**src/rtl/fft32_ctrl.sv**
```systemverilog
// Address/strobe sequencer for an in-place radix-2 DIT 32-point FFT (5 stages x 16 butterflies).
// Reads issue one butterfly per cycle; writes replay the read stream LAT cycles later.
module fft32_ctrl #(
   parameter int LAT = 2
) (
   input  logic       clk,
   input  logic       rst,
   input  logic       start,
   output logic       busy,
   output logic       done,
   output logic [2:0] stage,
   output logic       rd_en,
   output logic [4:0] rd_addr_a,
   output logic [4:0] rd_addr_b,
   output logic [3:0] tw_idx,
   output logic       wr_en,
   output logic [4:0] wr_addr_a,
   output logic [4:0] wr_addr_b
);

   typedef enum logic [1:0] {IDLE, RUN, DRAIN, DONE} state_t;

   state_t     state;
   logic [3:0] k;
   logic [2:0] cnt;

   // Butterfly k of stage s: {upper addr, lower addr, twiddle index}
   function automatic logic [13:0] bfly_addr(input logic [2:0] s, input logic [3:0] kk);
      logic [4:0] half;
      logic [4:0] pos;
      logic [4:0] a;
      logic [4:0] b;
      logic [3:0] tw;
      half = 5'd1 << s;
      pos  = {1'b0, kk} & (half - 5'd1);
      a    = (({1'b0, kk} >> s) << (s + 3'd1)) | pos;
      b    = a + half;
      tw   = pos[3:0] << (3'd4 - s);
      return {a, b, tw};
   endfunction

   always_ff @(posedge clk) begin
      if (rst) begin
         state     <= IDLE;
         k         <= '0;
         cnt       <= '0;
         stage     <= '0;
         busy      <= 1'b0;
         done      <= 1'b0;
         rd_en     <= 1'b0;
         rd_addr_a <= '0;
         rd_addr_b <= '0;
         tw_idx    <= '0;
      end else begin
         case (state)
            IDLE: begin
               if (start) begin
                  state <= RUN;
                  k     <= '0;
                  stage <= '0;
                  busy  <= 1'b1;
                  rd_en <= 1'b1;
                  {rd_addr_a, rd_addr_b, tw_idx} <= bfly_addr(3'd0, 4'd0);
               end
            end
            RUN: begin
               if (k == 4'd15) begin
                  state <= DRAIN;
                  cnt   <= '0;
                  rd_en <= 1'b0;
               end else begin
                  k <= k + 4'd1;
                  {rd_addr_a, rd_addr_b, tw_idx} <= bfly_addr(stage, k + 4'd1);
               end
            end
            DRAIN: begin
               // Wait out the write pipeline so the next stage never reads stale data
               if (cnt == 3'(LAT - 1)) begin
                  if (stage == 3'd4) begin
                     state <= DONE;
                     done  <= 1'b1;
                  end else begin
                     state <= RUN;
                     stage <= stage + 3'd1;
                     k     <= '0;
                     rd_en <= 1'b1;
                     {rd_addr_a, rd_addr_b, tw_idx} <= bfly_addr(stage + 3'd1, 4'd0);
                  end
               end else begin
                  cnt <= cnt + 3'd1;
               end
            end
            DONE: begin
               state <= IDLE;
               done  <= 1'b0;
               busy  <= 1'b0;
               stage <= '0;
            end
            default: state <= IDLE;
         endcase
      end
   end

   logic       pipe_en [LAT];
   logic [4:0] pipe_a  [LAT];
   logic [4:0] pipe_b  [LAT];

   always_ff @(posedge clk) begin
      if (rst) begin
         pipe_en[0] <= 1'b0;
         pipe_a[0]  <= '0;
         pipe_b[0]  <= '0;
      end else begin
         pipe_en[0] <= rd_en;
         pipe_a[0]  <= rd_addr_a;
         pipe_b[0]  <= rd_addr_b;
      end
   end

   generate
      for (genvar gi = 1; gi < LAT; gi++) begin : g_pipe
         always_ff @(posedge clk) begin
            if (rst) begin
               pipe_en[gi] <= 1'b0;
               pipe_a[gi]  <= '0;
               pipe_b[gi]  <= '0;
            end else begin
               pipe_en[gi] <= pipe_en[gi-1];
               pipe_a[gi]  <= pipe_a[gi-1];
               pipe_b[gi]  <= pipe_b[gi-1];
            end
         end
      end
   endgenerate

   assign wr_en     = pipe_en[LAT-1];
   assign wr_addr_a = pipe_a[LAT-1];
   assign wr_addr_b = pipe_b[LAT-1];

endmodule

```
**config.mk**
```make
export PLATFORM = sky130hd
export DESIGN_NAME = fft32_ctrl
export DESIGN_NICKNAME = d
export VERILOG_FILES = /design/src/rtl/fft32_ctrl.sv
export SDC_FILE = /design/constraint.sdc
export NUM_CORES = 1
export LEC_CHECK = 0
export ABC_CLOCK_PERIOD_IN_PS = 3450
export CORE_MARGIN = 3
export CORE_UTILIZATION = 55
export DETAILED_ROUTE_END_ITERATION = 6
export GPL_ROUTABILITY_DRIVEN = 0
export PLACE_DENSITY_LB_ADDON = 0.08
export SLEW_MARGIN = 40
export SYNTH_ARGS = -nofsm -noshare
export SYNTH_HDL_FRONTEND = slang
export SYNTH_SLANG_ARGS = --single-unit
```
**constraint.sdc**
```tcl
create_clock -name clk -period 3.45 [get_ports clk]
set_input_delay 0.5175 -clock clk [delete_from_list [all_inputs] [get_ports clk]]
set_output_delay 0.5175 -clock clk [all_outputs]
set_load 0.02 [all_outputs]
```
==> results of run 1 <==
Yosys cell counts (2+ instances only):
library cell,count
nand2b_1,6
o2bb2ai_1,5
a31oi_1,3
and2_1,2
nor2b_1,26
clkbuf_1,12
nand2_1,21
a2bb2oi_1,2
nor4_1,3
xnor2_1,9
a21oi_1,16
or3_1,3
ha_1,24
nor3_1,7
a211o_1,2
and4b_1,2
and3_1,2
nand3_1,6
nand3b_1,3
a211oi_1,5
o21ai_0,4
a32o_1,3
a311oi_1,2
buf_2,3
nor4b_1,2
mux2i_1,4
dfxtp_1,51
nor3b_1,3
inv_1,19
nor2_1,27
per-stage QoR:
step	cells	power [mW]	utilization, %	worst slack, ns	hold slack (ns)
floorplan	301	1.20	-	0.223	0.414
global placement	379	1.39	68.0	0.427	0.416
global route	387	1.89	70.4	0.0644	0.455
finish	387	1.77	70.4	0.305	0.441
detailed placement	379	1.41	68.0	0.342	0.420
CTS	387	1.77	70.2	0.313	0.442
kinds of logic after synthesis:
logic type,after synthesis
flops,51
xor+xnor,10
simple gates,122
fa+ha+maj,25
compound gates,53
buf+inv,35
mux,5
worst max-delay path, stage by stage, from the launching register on:
cell	delay, ns
dfxtp_1	0.33
buf_4	0.17
ha_1	0.21
ha_1	0.46
nor2b_1	0.30
a31oi_1	0.16
inv_1	0.08
ha_1	0.17
inv_1	0.06
fa_1	0.38
nand2b_1	0.16
a21oi_1	0.15
xnor2_1	0.15
xnor2_1	0.13
o22ai_1	0.10
layout make-up:
class	count	area [um2]
inverter	19	71.3
timing repair buffer	42	398
clock buffer	6	82.6
sequential	51	1020
fill	377	1330
multi-input combinational	215	1520
clock inverter	2	16.3
tap	52	65.1
worst paths after layout:
path	from	endpoint	slack, ns	depth (start not counted)
worst max-delay path	stage[0]	rd_addr_b[4]	0.30	14
worst min-delay path	pipe_b[0][2]	pipe_b[1][2]	0.44	1
worst max register to register	stage[0]	rd_addr_b[4]	0.30	14
worst min register to register	pipe_b[0][2]	pipe_b[1][2]	0.44	1
power by group:
part | switching, mW | internal [mW] | total (mW)
Clock | 0.199 | 0.164 | 0.363
Combinational | 0.447 | 0.278 | 0.724
Sequential | 0.0411 | 0.641 | 0.682
registers in the layout, summed over array words and instances, names as in the netlist:
name / count
pipe_a: 10
state: 2
pipe_en: 2
stage: 3
tw_idx: 4
cnt: 3
rd_addr_a: 5
rd_en: 1
pipe_b: 10
k: 4
busy: 1
rd_addr_b: 5
done: 1
placed cells by master, fill, tap and decap left out, types with 2 or more instances in the layout:
master,netlist,layout
mux2i_1,4,4
nand3_1,6,6
nor3b_1,3,3
buf_4,0,9
clkdlybuf4s50_1,0,33
a211o_1,2,2
and4b_1,2,2
dfxtp_1,51,51
nor2b_1,26,26
nor4b_1,2,2
nor4_1,3,3
and2_1,2,2
o2bb2ai_1,5,5
a31oi_1,3,3
clkbuf_8,0,6
a211oi_1,5,5
xnor2_1,9,9
and3_1,2,2
nand2b_1,6,6
nand2_1,21,21
nor3_1,7,7
o21ai_0,4,4
a32o_1,3,3
a21oi_1,16,16
a2bb2oi_1,2,2
a311oi_1,2,2
or3_1,3,3
ha_1,24,24
nor2_1,27,27
inv_1,19,19
nand3b_1,3,3
per-layer routing:
layer / vias up / GRT usage, % / wire (um)
met4: 0 / 8.74 / 117
met2: 89 / 33.8 / 2690
met1: 1007 / 31.6 / 2800
met3: 12 / 5.28 / 392
met5: - / 0 / 0
li1: 1101 / - / -
==> flow_summary.yaml, run 1 <==
logic_synthesis:
  synth_top_family_by_area: "simple AND/OR/NAND/NOR gates"
  yosys-top-cells-area: "dfxtp_1, ha_1, nor2b_1, nor2_1, a21oi_1"
  netlist.area_leader.share_pct: 38.3
  post-synth-top-area-cell: "dfxtp_1"
  synth_enable_flop_cells: 0
  yosys_warnings: 0
  synth_compound_area_share_pct: 14.1
  synth_fp_nets: 329
  yosys.area_share.simple_pct: 25.2
  syn-instance-count: 301
  seq_area_frac_synth_pct: 38.3
  avgSynthCellArea_um2: 8.85
  synth_seq_cells: 51
  ys.flop_type: "dfxtp_1"
  ys_types: 54
  yosys.area_share.xor_xnor_pct: 3.29
  muxShareOfSynthArea_pct: 1.93
  yosys.area_share.adder_pct: 12.0
  synthesis.area_um2: 2660
  synth-async-reset-ratio_pct: 0
run:
  drv_cap: 0
timing:
  tns_ns: 0
  min_period_over_period_pct: 91.2
  finalHoldViolCount: 0
  max_freq_ghz: 0.318
  rsz0062_at_grt: "no"
  finalMaxSlewViolations: 0
  period_minus_slack_ns: 3.15
  relSlewSlack_pct: 52.5
  finClkSkew_ns: 0.00746
  setup_viol: 0
  worstMarginPinSlew_ns: 0.710
global_routing:
  grt_pass1_wl_mm: 9.76
  grt_max_degree: 20
  overflow: 0
  grtUsageTotal_pct: 22.6
  antenna_found_initial: 0
  grt_pass1_vias: 1995
routing:
  vias_per_cell: 5.71
  dr.first_iter.drc_count: 153
  first_pass_iters: 4
  vias: 2209
  drt_wl_total_mm: 6.00
  drtAntennaViolNets: 0
  drcViolationCount: 0
  post_drt_wl_per_cell_um: 15.5
placement:
  place.port_buffers: 33
  hpwl_mm: 4.46
  dpl_cell_area_um2: 3060
final_layout:
  n_antenna_cell: 0
  area_growth_pct: 19.0
  drive_gt1_share_pct: 7.16
  nets: 362
  finish.instance_area_um2: 3170
run_status:
  status: "finished clean"
setup_path:
  arrival_ns: 3.31
  path_class: "reg -> reg"
  path_max_fanout: 11
  start_kind: "register"
  required_ns: 3.61
  end_kind: "register"
floorplan:
  die_h_um: 75.6
  num_rows: 24
  dieArea_um2: 5710
  die_x_um: 75.6
  coreArea_um2: 4500
  pin_count: 34
  initial_core_util_pct: 59.1
cts:
  cts-root-buf: "clkbuf_8"
  clk_latency_ns: 0.30
  post_cts_buffers: 0
  cts_tree: "built"
  clk_pin_slew_worst_paths_ns: 0.09
  cts_buffer_depth: 2
  cts_made_buffers: 5
  cts_resized: 0
  clock_sinks: 51
  h-tree-depth: 2
  holdBufCountCts: 0
pwr:
  power_density_nw_per_um2: 558
  p_leak_nw: 1.25
  ir_drop_mv: 0.301
worst_hold_path:
  hp-class: "reg -> reg"
No activity file was read; power rests on OpenSTA's default activity.
==> inputs of run 2 (changes only) <==
--- a/config.mk
+++ b/config.mk
@@ -6,10 +6,11 @@
 export NUM_CORES = 1
 export LEC_CHECK = 0
 export ABC_CLOCK_PERIOD_IN_PS = 3450
-export CORE_MARGIN = 3
+export CORE_MARGIN = 2
 export CORE_UTILIZATION = 55
 export DETAILED_ROUTE_END_ITERATION = 6
 export GPL_ROUTABILITY_DRIVEN = 0
+export HOLD_SLACK_MARGIN = 0.1
 export PLACE_DENSITY_LB_ADDON = 0.08
 export SLEW_MARGIN = 40
 export SYNTH_ARGS = -nofsm -noshare
==> flow_summary.yaml, run 2 (synthesized netlist as in run 1, its figures left out) <==
timing:
  period_minus_slack_ns: 3.14
  finClkSkew_ns: 0.00406
  tns_ns: 0
  setup_viol: 0
  finalHoldViolCount: 0
  min_period_over_period_pct: 91.0
  max_freq_ghz: 0.319
  worstMarginPinSlew_ns: 0.548
  rsz0062_at_grt: "no"
  finalMaxSlewViolations: 0
  relSlewSlack_pct: 63.5
worst_hold_path:
  hp-class: "reg -> reg"
setup_path:
  slowest_delay_ns: 0.37
  required_ns: 3.64
  cp_slowest_cell: "dfxtp_1"
  cpMostUsedCell: "ha_1"
  path_class: "reg -> reg"
  cpLargestDelayFamily: "adder cells"
  cp_cell_sequence: "inv_1, ha_1, ha_1, inv_1, ha_1, xnor2_1, nor2_1, nor4_2, inv_1, ha_1, nand2b_1, a21oi_1, xnor2_1, xnor2_1, o22ai_1"
  end_kind: "register"
  path_max_fanout: 6
  arrival_ns: 3.33
  worst-path-buf-inv: 3
  start_kind: "register"
routing:
  dr.first_iter.drc_count: 126
  post_drt_wl_per_cell_um: 15.1
  vias_per_cell: 5.75
  first_pass_iters: 4
  drt_wl_total_mm: 5.81
  drtAntennaViolNets: 0
  drcViolationCount: 0
  vias: 2219
final_layout:
  final_core_util_pct: 67.5
  nets: 360
  drive_gt1_share_pct: 7.53
  final_cell_mix: "dfxtp_1, clkdlybuf4s50_1, nor2_1"
  fin_cells: 386
  reg_top3: "pipe_a (10), pipe_b (10)"
  area_growth_pct: 19.0
  final_common_cell: "dfxtp_1"
  n_antenna_cell: 0
cts:
  cts_made_buffers: 5
  cts-root-buf: "clkbuf_8"
  clk_pin_slew_worst_paths_ns: 0.09
  h-tree-depth: 2
  cts_buffer_depth: 2
  cts_tree: "built"
  clock_sinks: 51
  post_cts_buffers: 0
  clk_latency_ns: 0.30
global_routing:
  grtUsageTotal_pct: 23.9
  antenna_found_initial: 0
  grt_max_degree: 26
  overflow: 0
  grt_pass1_wl_mm: 9.94
  grt_pass1_vias: 2086
pwr:
  swShare_pct: 37.7
  p_int_mw: 1.13
  p_leak_nw: 1.25
  clkPwrFrac_pct: 22.3
  pwr-share-seq_pct: 37.6
  p_sw_mw: 0.685
  power_density_nw_per_um2: 573
  ir_drop_mv: 0.520
  pwr-share-comb_pct: 40.1
placement:
  place.port_buffers: 33
  dp.cells: 379
  hpwl_mm: 4.22
floorplan:
  die_x_um: 73.6
  coreArea_um2: 4690
  initial_core_util_pct: 56.8
  num_rows: 25
  dieArea_um2: 5420
  pin_count: 34
  die_h_um: 73.6
run_status:
  status: "finished clean"
run:
  drv_cap: 0
## run 2: area by class of cell
type	count	area, um2
fill	387	1520
multi-input combinational	215	1520
sequential	51	1020
timing repair buffer	40	383
inverter	19	71.3
clock buffer	5	68.8
tap	54	67.6
clock inverter	2	37.5
## run 2: path summary, 6_finish.rpt
check	startpoint	to	slack [ns]	depth (start not counted)
hold / removal	pipe_a[0][4]	pipe_a[1][4]	0.44	1
setup / recovery	stage[1]	rd_addr_b[4]	0.31	15
setup reg to reg	stage[1]	rd_addr_b[4]	0.31	15
hold reg to reg	pipe_a[0][4]	pipe_a[1][4]	0.44	1
## run 2: stage by stage
stage               total power, mW  hold WS [ns]  setup WS, ns  area, um2
floorplan                      1.20         0.414         0.223       2660
global placement               1.40         0.415         0.307       3050
detailed placement             1.41         0.422         0.244       3050
CTS                            1.82         0.445         0.193       3160
global route                   1.94         0.459        0.0697       3170
finish                         1.82         0.442         0.311       3170
## run 2: power by group through the flow
| stage | registers, mW | logic (mW) | clock network (mW) |
|---|---|---|---|
| finish | 0.683 | 0.728 | 0.405 |
| global route | 0.695 | 0.812 | 0.435 |
| CTS | 0.684 | 0.719 | 0.417 |
| detailed placement | 0.697 | 0.714 | 0 |
| global placement | 0.695 | 0.707 | 0 |
| floorplan | 0.722 | 0.477 | 0 |
## run 2: what timing repair did
| item | in CTS | in global routing |
|---|---|---|
| resized for setup | 0 | 5 |
| setup endpoints to repair | 0 | 2 |
| hold buffers | 0 | 0 |
## run 2: routing by layer
metal / track usage, % / share of wire, %
met1: 32.6 / 46
met3: 4.25 / 6.5
met5: 0 / 0
met4: 9.70 / 3.1
met2: 37.2 / 44
